**src/rtl/dmux_nway_buf_pkg.sv**
```systemverilog
// Shared types and default parameters for the dmux_nway_buf slice.
// Optional broadcast mode is selected with the DMUX_BCAST_EN macro.
package dmux_nway_buf_pkg;

    typedef enum logic {
        SLOT_EMPTY = 1'b0,
        SLOT_FULL  = 1'b1
    } slot_state_e;

    localparam int DEF_WIDTH = 8;
    localparam int DEF_NOUT  = 8;
    localparam int DEF_SELW  = 3;
    localparam int DEF_CNTW  = 16;

    // Minimum index width for n entries, never below one bit.
    function automatic int clog2_min1(input int n);
        int r;
        r = 0;
        while ((1 << r) < n) r++;
        return (r == 0) ? 1 : r;
    endfunction

endpackage

```
**src/rtl/dmux_nway_buf_slot.sv**
```systemverilog
// One-entry output buffer for a single demux channel.
// A push in the same cycle as a pop replaces the word and keeps the slot full.
module dmux_nway_buf_slot
    import dmux_nway_buf_pkg::*;
#(
    parameter int WIDTH = DEF_WIDTH
) (
    input  logic             clk,
    input  logic             reset,
    input  logic             push,
    input  logic [WIDTH-1:0] push_data,
    input  logic             pop,
    output logic             valid,
    output logic [WIDTH-1:0] data,
    output logic             can_push
);

    slot_state_e state;

    always_ff @(posedge clk) begin
        if (reset) begin
            state <= SLOT_EMPTY;
            data  <= '0;
        end else if (push && can_push) begin
            state <= SLOT_FULL;
            data  <= push_data;
        end else if (pop) begin
            state <= SLOT_EMPTY;
        end
    end

    assign valid    = (state == SLOT_FULL);
    assign can_push = !valid || pop;

endmodule

```
**src/rtl/dmux_nway_buf.sv**
```systemverilog
// 1-to-NOUT demultiplexer with valid/ready handshake and a one-entry buffer per channel.
// Define DMUX_BCAST_EN to add the in_bcast port for copying a word to every channel.
module dmux_nway_buf
    import dmux_nway_buf_pkg::*;
#(
    parameter int WIDTH = DEF_WIDTH,
    parameter int NOUT  = DEF_NOUT,
    parameter int SELW  = DEF_SELW,
    parameter int CNTW  = DEF_CNTW
) (
    input  logic                  clk,
    input  logic                  reset,
`ifdef DMUX_BCAST_EN
    input  logic                  in_bcast,
`endif
    input  logic [WIDTH-1:0]      in_data,
    input  logic [SELW-1:0]       in_sel,
    input  logic                  in_valid,
    output logic                  in_ready,
    output logic [NOUT*WIDTH-1:0] out_data,
    output logic [NOUT-1:0]       out_valid,
    input  logic [NOUT-1:0]       out_ready,
    output logic                  sel_err,
    output logic [CNTW-1:0]       accept_cnt
);

    localparam logic [SELW:0] NOUT_L = (SELW + 1)'(NOUT);

    logic            bcast;
    logic            sel_ok;
    logic            sel_can;
    logic            accept;
    logic [NOUT-1:0] can_push;
    logic [NOUT-1:0] push;
    logic [NOUT-1:0] pop;

`ifdef DMUX_BCAST_EN
    assign bcast = in_bcast;
`else
    assign bcast = 1'b0;
`endif

    assign sel_ok = ({1'b0, in_sel} < NOUT_L);

    // Out-of-range selects never index can_push; they are always acceptable.
    always_comb begin
        sel_can = 1'b0;
        for (int k = 0; k < NOUT; k++) begin
            if (in_sel == SELW'(k)) sel_can = can_push[k];
        end
    end

    assign in_ready = !reset && (bcast ? (&can_push) : (!sel_ok || sel_can));
    assign accept   = in_valid && in_ready;

    for (genvar k = 0; k < NOUT; k++) begin : g_slot
        assign pop[k]  = out_valid[k] && out_ready[k];
        assign push[k] = accept && (bcast || (sel_ok && (in_sel == SELW'(k))));

        dmux_nway_buf_slot #(.WIDTH(WIDTH)) u_slot (
            .clk       (clk),
            .reset     (reset),
            .push      (push[k]),
            .push_data (in_data),
            .pop       (pop[k]),
            .valid     (out_valid[k]),
            .data      (out_data[k*WIDTH +: WIDTH]),
            .can_push  (can_push[k])
        );
    end

    always_ff @(posedge clk) begin
        if (reset) begin
            sel_err    <= 1'b0;
            accept_cnt <= '0;
        end else begin
            sel_err <= accept && !bcast && !sel_ok;
            if (accept && (bcast || sel_ok)) accept_cnt <= accept_cnt + 1'b1;
        end
    end

endmodule

```
**config.mk**
```make
export PLATFORM = sky130hd
export DESIGN_NAME = dmux_nway_buf
export DESIGN_NICKNAME = d
export VERILOG_FILES = /design/src/rtl/dmux_nway_buf_pkg.sv /design/src/rtl/dmux_nway_buf_slot.sv /design/src/rtl/dmux_nway_buf.sv
export SDC_FILE = /design/constraint.sdc
export NUM_CORES = 1
export LEC_CHECK = 0
export BUFFER_PORTS_ARGS = -buffer_cell sky130_fd_sc_hd__buf_4
export CAP_MARGIN = 10
export CORE_MARGIN = 1
export CORE_UTILIZATION = 55
export CTS_CLUSTER_DIAMETER = 200
export CTS_CLUSTER_SIZE = 20
export DETAILED_ROUTE_END_ITERATION = 8
export PLACE_DENSITY = 0.84
export RECOVER_POWER = 25
export SYNTH_ARGS = -nofsm -noshare
export SYNTH_HDL_FRONTEND = slang
export SYNTH_SLANG_ARGS = --single-unit
```
**constraint.sdc**
```tcl
create_clock -name clk -period 2.8 [get_ports clk]
set_input_delay 0.28 -clock clk [delete_from_list [all_inputs] [get_ports clk]]
set_output_delay 0.28 -clock clk [all_outputs]
set_load 0.005 [all_outputs]
```
==> run_results.csv <==
group,metric,value,unit
clock_tree,cts_sinks,88,
route,viasPerCell,5.55,
critical_path,crit_path_end_kind,"output pin",
cells_and_area,layout_common_cells,"dfxtp_1 (88), nor2_1 (82), buf_4 (75)",
die,core,6460,sq um
cells_and_area,multi_input_area,1740,sq um
cells_and_area,fin_util,72.5,%
synthesis,synthDistinctLibCells,39,
die,dieArea,7130,sq um
clock_tree,cts_setup_buffers,0,
cells_and_area,nFillCells,501,
critical_path,r2r-end,"accept_cnt[14]",
power,finalPower,2.35,mW
clock_tree,cts_buffers,9,
outcome,status,"finished with violations",
clock_tree,worstSkewPairLatency,0.35,ns
critical_path,r2r_slack,0.78,ns
cells_and_area,layout_commonest_cell,"dfxtp_1",
timing,hold_viol,0,
synthesis,syn_inst,388,
route,antenna_left,0,
critical_path,crit_path_start,"g_slot[4].u_slot.valid",
global_routing,grt_pass1_wl,14.3,mm
timing,slew_headroom,33.0,%
power,peakVddDrop,0.000315,V
critical_path,critPathCapture,"in_ready",
clock_tree,hold_buffers,0,
die,rows,29,
global_routing,grt_overflow,0,
die,start_util,57.9,%
clock_tree,cts-root-buf,"clkbuf_8",
power,p_per_area,502,nW/um^2
critical_path,crit_chain,"nor4b_1 > o21ai_0 > nand2_1 > nor3b_1 > buf_4",
route,firstDrtPassIters,7,
synthesis,synth_top_area_share,47.1,%
critical_path,r2r-start,"accept_cnt[0]",
synthesis,ys_seq_area_share,47.1,%
synthesis,synthTopCellsByArea,"dfxtp_1 (47%), mux2i_1 (18%), nor2_1 (8.2%)",
route,drc,6,
critical_path,path_max_fanout,12,
synthesis,synth_area_leader_cell,"dfxtp_1",
synthesis,yosysWarningCount,0,
critical_path,critPathKind,"flop to output pin",
timing,skew,0.00690,ns
clock_tree,path_clk_slew,0.09,ns
synthesis,syn_area,3740,sq um
placement,routabilityCongestion,0.832,
hold_path,hp-class,"input port to flop",
timing,slew_violations,0,
die,die_h,84.5,microns
timing,min_period,2.27,ns
clock_tree,cts.htree.levels,3,
timing,fin_tns_setup,0,ns
clock_tree,cts_buffer_depth,2,
cells_and_area,seq_area,1760,sq um
critical_path,critPathRequiredTime,2.52,ns
critical_path,critPathLaunchType,"flop",
timing,timing.hold.ws,0.210,ns
timing,period_share,81.0,%
synthesis,ys_ff_latch,88,
timing,final-setup-viol-count,0,
cells_and_area,finalNetCount,499,
timing,grt_setup_unrepaired,"no",
critical_path,rr_worst_depth,6,
critical_path,cp_slowest_stage_delay,0.47,ns
synthesis,synth_area_per_cell,9.64,sq um
route,wl_per_cell,16.0,microns
route,num_vias,3095,
die,ios,112,
global_routing,grt_pass1_vias,2921,
global_routing,grt_start_max_net_pins,43,
global_routing,grt_usage,25.3,%
global_routing,antenna_found_initial,0,
placement,dpl.hpwl,6.39,mm
cells_and_area,diodes,0,
cells_and_area,area_growth,25.1,%
power,power.leakage,2.05,nW
die,die_w,84.5,microns
clock_tree,post_cts_resize_count,0,
synthesis,async_flop_share,0,%
synthesis,synth_edf_count,0,
placement,placedCellCount,542,
critical_path,slowest_stage,"nor4b_1",
route,drt_iter0_drc,141,
cells_and_area,drive_above_1_share,28.7,%
clock_tree,cts_tree,"yes",
run,maxCapViolCount,0,
synthesis,synth_flop_cell,"dfxtp_1",
critical_path,arrival,1.99,ns
route,drt-total-wl,8.93,mm
cells_and_area,fin_cells,558,
placement,port_buffers,110,
timing,worst-slew-pin-transition,1.00,ns
outcome,violations,"DRC",
synthesis,synth_nets,411,
timing,fmax,0.441,GHz
## flip-flops by register name, indices dropped and copies added, names as in the netlist
name and cells:
g_slot.u_slot.valid 8, g_slot.u_slot.data 64, accept_cnt 16
## how the worst min path moves through the flow
stage | end | depth (start not counted) | start | slack, ns
final | g_slot[1].u_slot.valid | 4 | out_ready[1] | 0.21
after global routing | g_slot[1].u_slot.valid | 4 | out_ready[1] | 0.21
after CTS | g_slot[1].u_slot.valid | 4 | out_ready[1] | 0.19
after detailed placement | g_slot[4].u_slot.data[6] | 2 | g_slot[4].u_slot.data[6] | 0.49
after global placement | accept_cnt[5] | 1 | accept_cnt[5] | 0.47
after floorplan | g_slot[7].u_slot.valid | 2 | g_slot[7].u_slot.valid | 0.45
## cell type report
type                       count  share of cell area, %
clock buffer                  10                   2.73
timing repair buffer         119                   18.4
tap                           77                   2.06
clock inverter                 6                   1.55
inverter                       6                  0.481
multi-input combinational    252                   37.2
sequential                    88                   37.6
## Yosys cell counts (3+ instances only)
| master | number |
|---|---|
| a21oi_1 | 7 |
| buf_2 | 20 |
| buf_4 | 10 |
| clkbuf_1 | 10 |
| dfxtp_1 | 88 |
| inv_1 | 6 |
| mux2_1 | 8 |
| mux2i_1 | 68 |
| nand2_1 | 12 |
| nand2b_1 | 4 |
| nand3_1 | 9 |
| nand4_1 | 4 |
| nor2_1 | 82 |
| nor2b_1 | 14 |
| nor4_1 | 8 |
| nor4_2 | 3 |
| o311ai_0 | 3 |
## logic make-up after synthesis
group	after synthesis	synth area share, %
other	1	0.100
DFF	88	47.1
AOI/OAI and AO/OA	18	3.41
adders and majority gates	1	0.335
buffers and inverters	48	6.89
muxes	77	20.9
and+or+nand+nor	155	21.2
## metrics by stage
| step | cell area (sq um) | worst slack [ns] |
|---|---|---|
| 6_report | 4680 | 0.531 |
| 5_1_grt | 4680 | 0.355 |
| 4_1_cts | 4710 | 0.502 |
| 3_5_place_dp | 4510 | 0.676 |
| 3_3_place_gp | 4510 | 0.737 |
| 2_1_floorplan | 3740 | 1.15 |
## power breakdown
group          leakage [nW]  internal (mW)  switching (mW)
sequential            0.710           1.27          0.0129
clock                0.0979          0.424           0.475
combinational          1.24         0.0726          0.0976
total                  2.05           1.76           0.586
## worst max-delay path: cells and delay by family (launching register included)
family,cells,cell delay (ns)
simple gates,3,0.97
buf+inv,1,0.17
flops,1,0.37
compound gates,1,0.14
## routing by layer
layer,GRT usage (%),up-vias,part of all wire [%]
met3,8.06,8,7.4
met4,6.78,0,0.95
met5,0,-,0
met1,31.0,1490,42
met2,43.3,114,49
li1,-,1483,-
No activity file was read; power rests on OpenSTA's default activity.
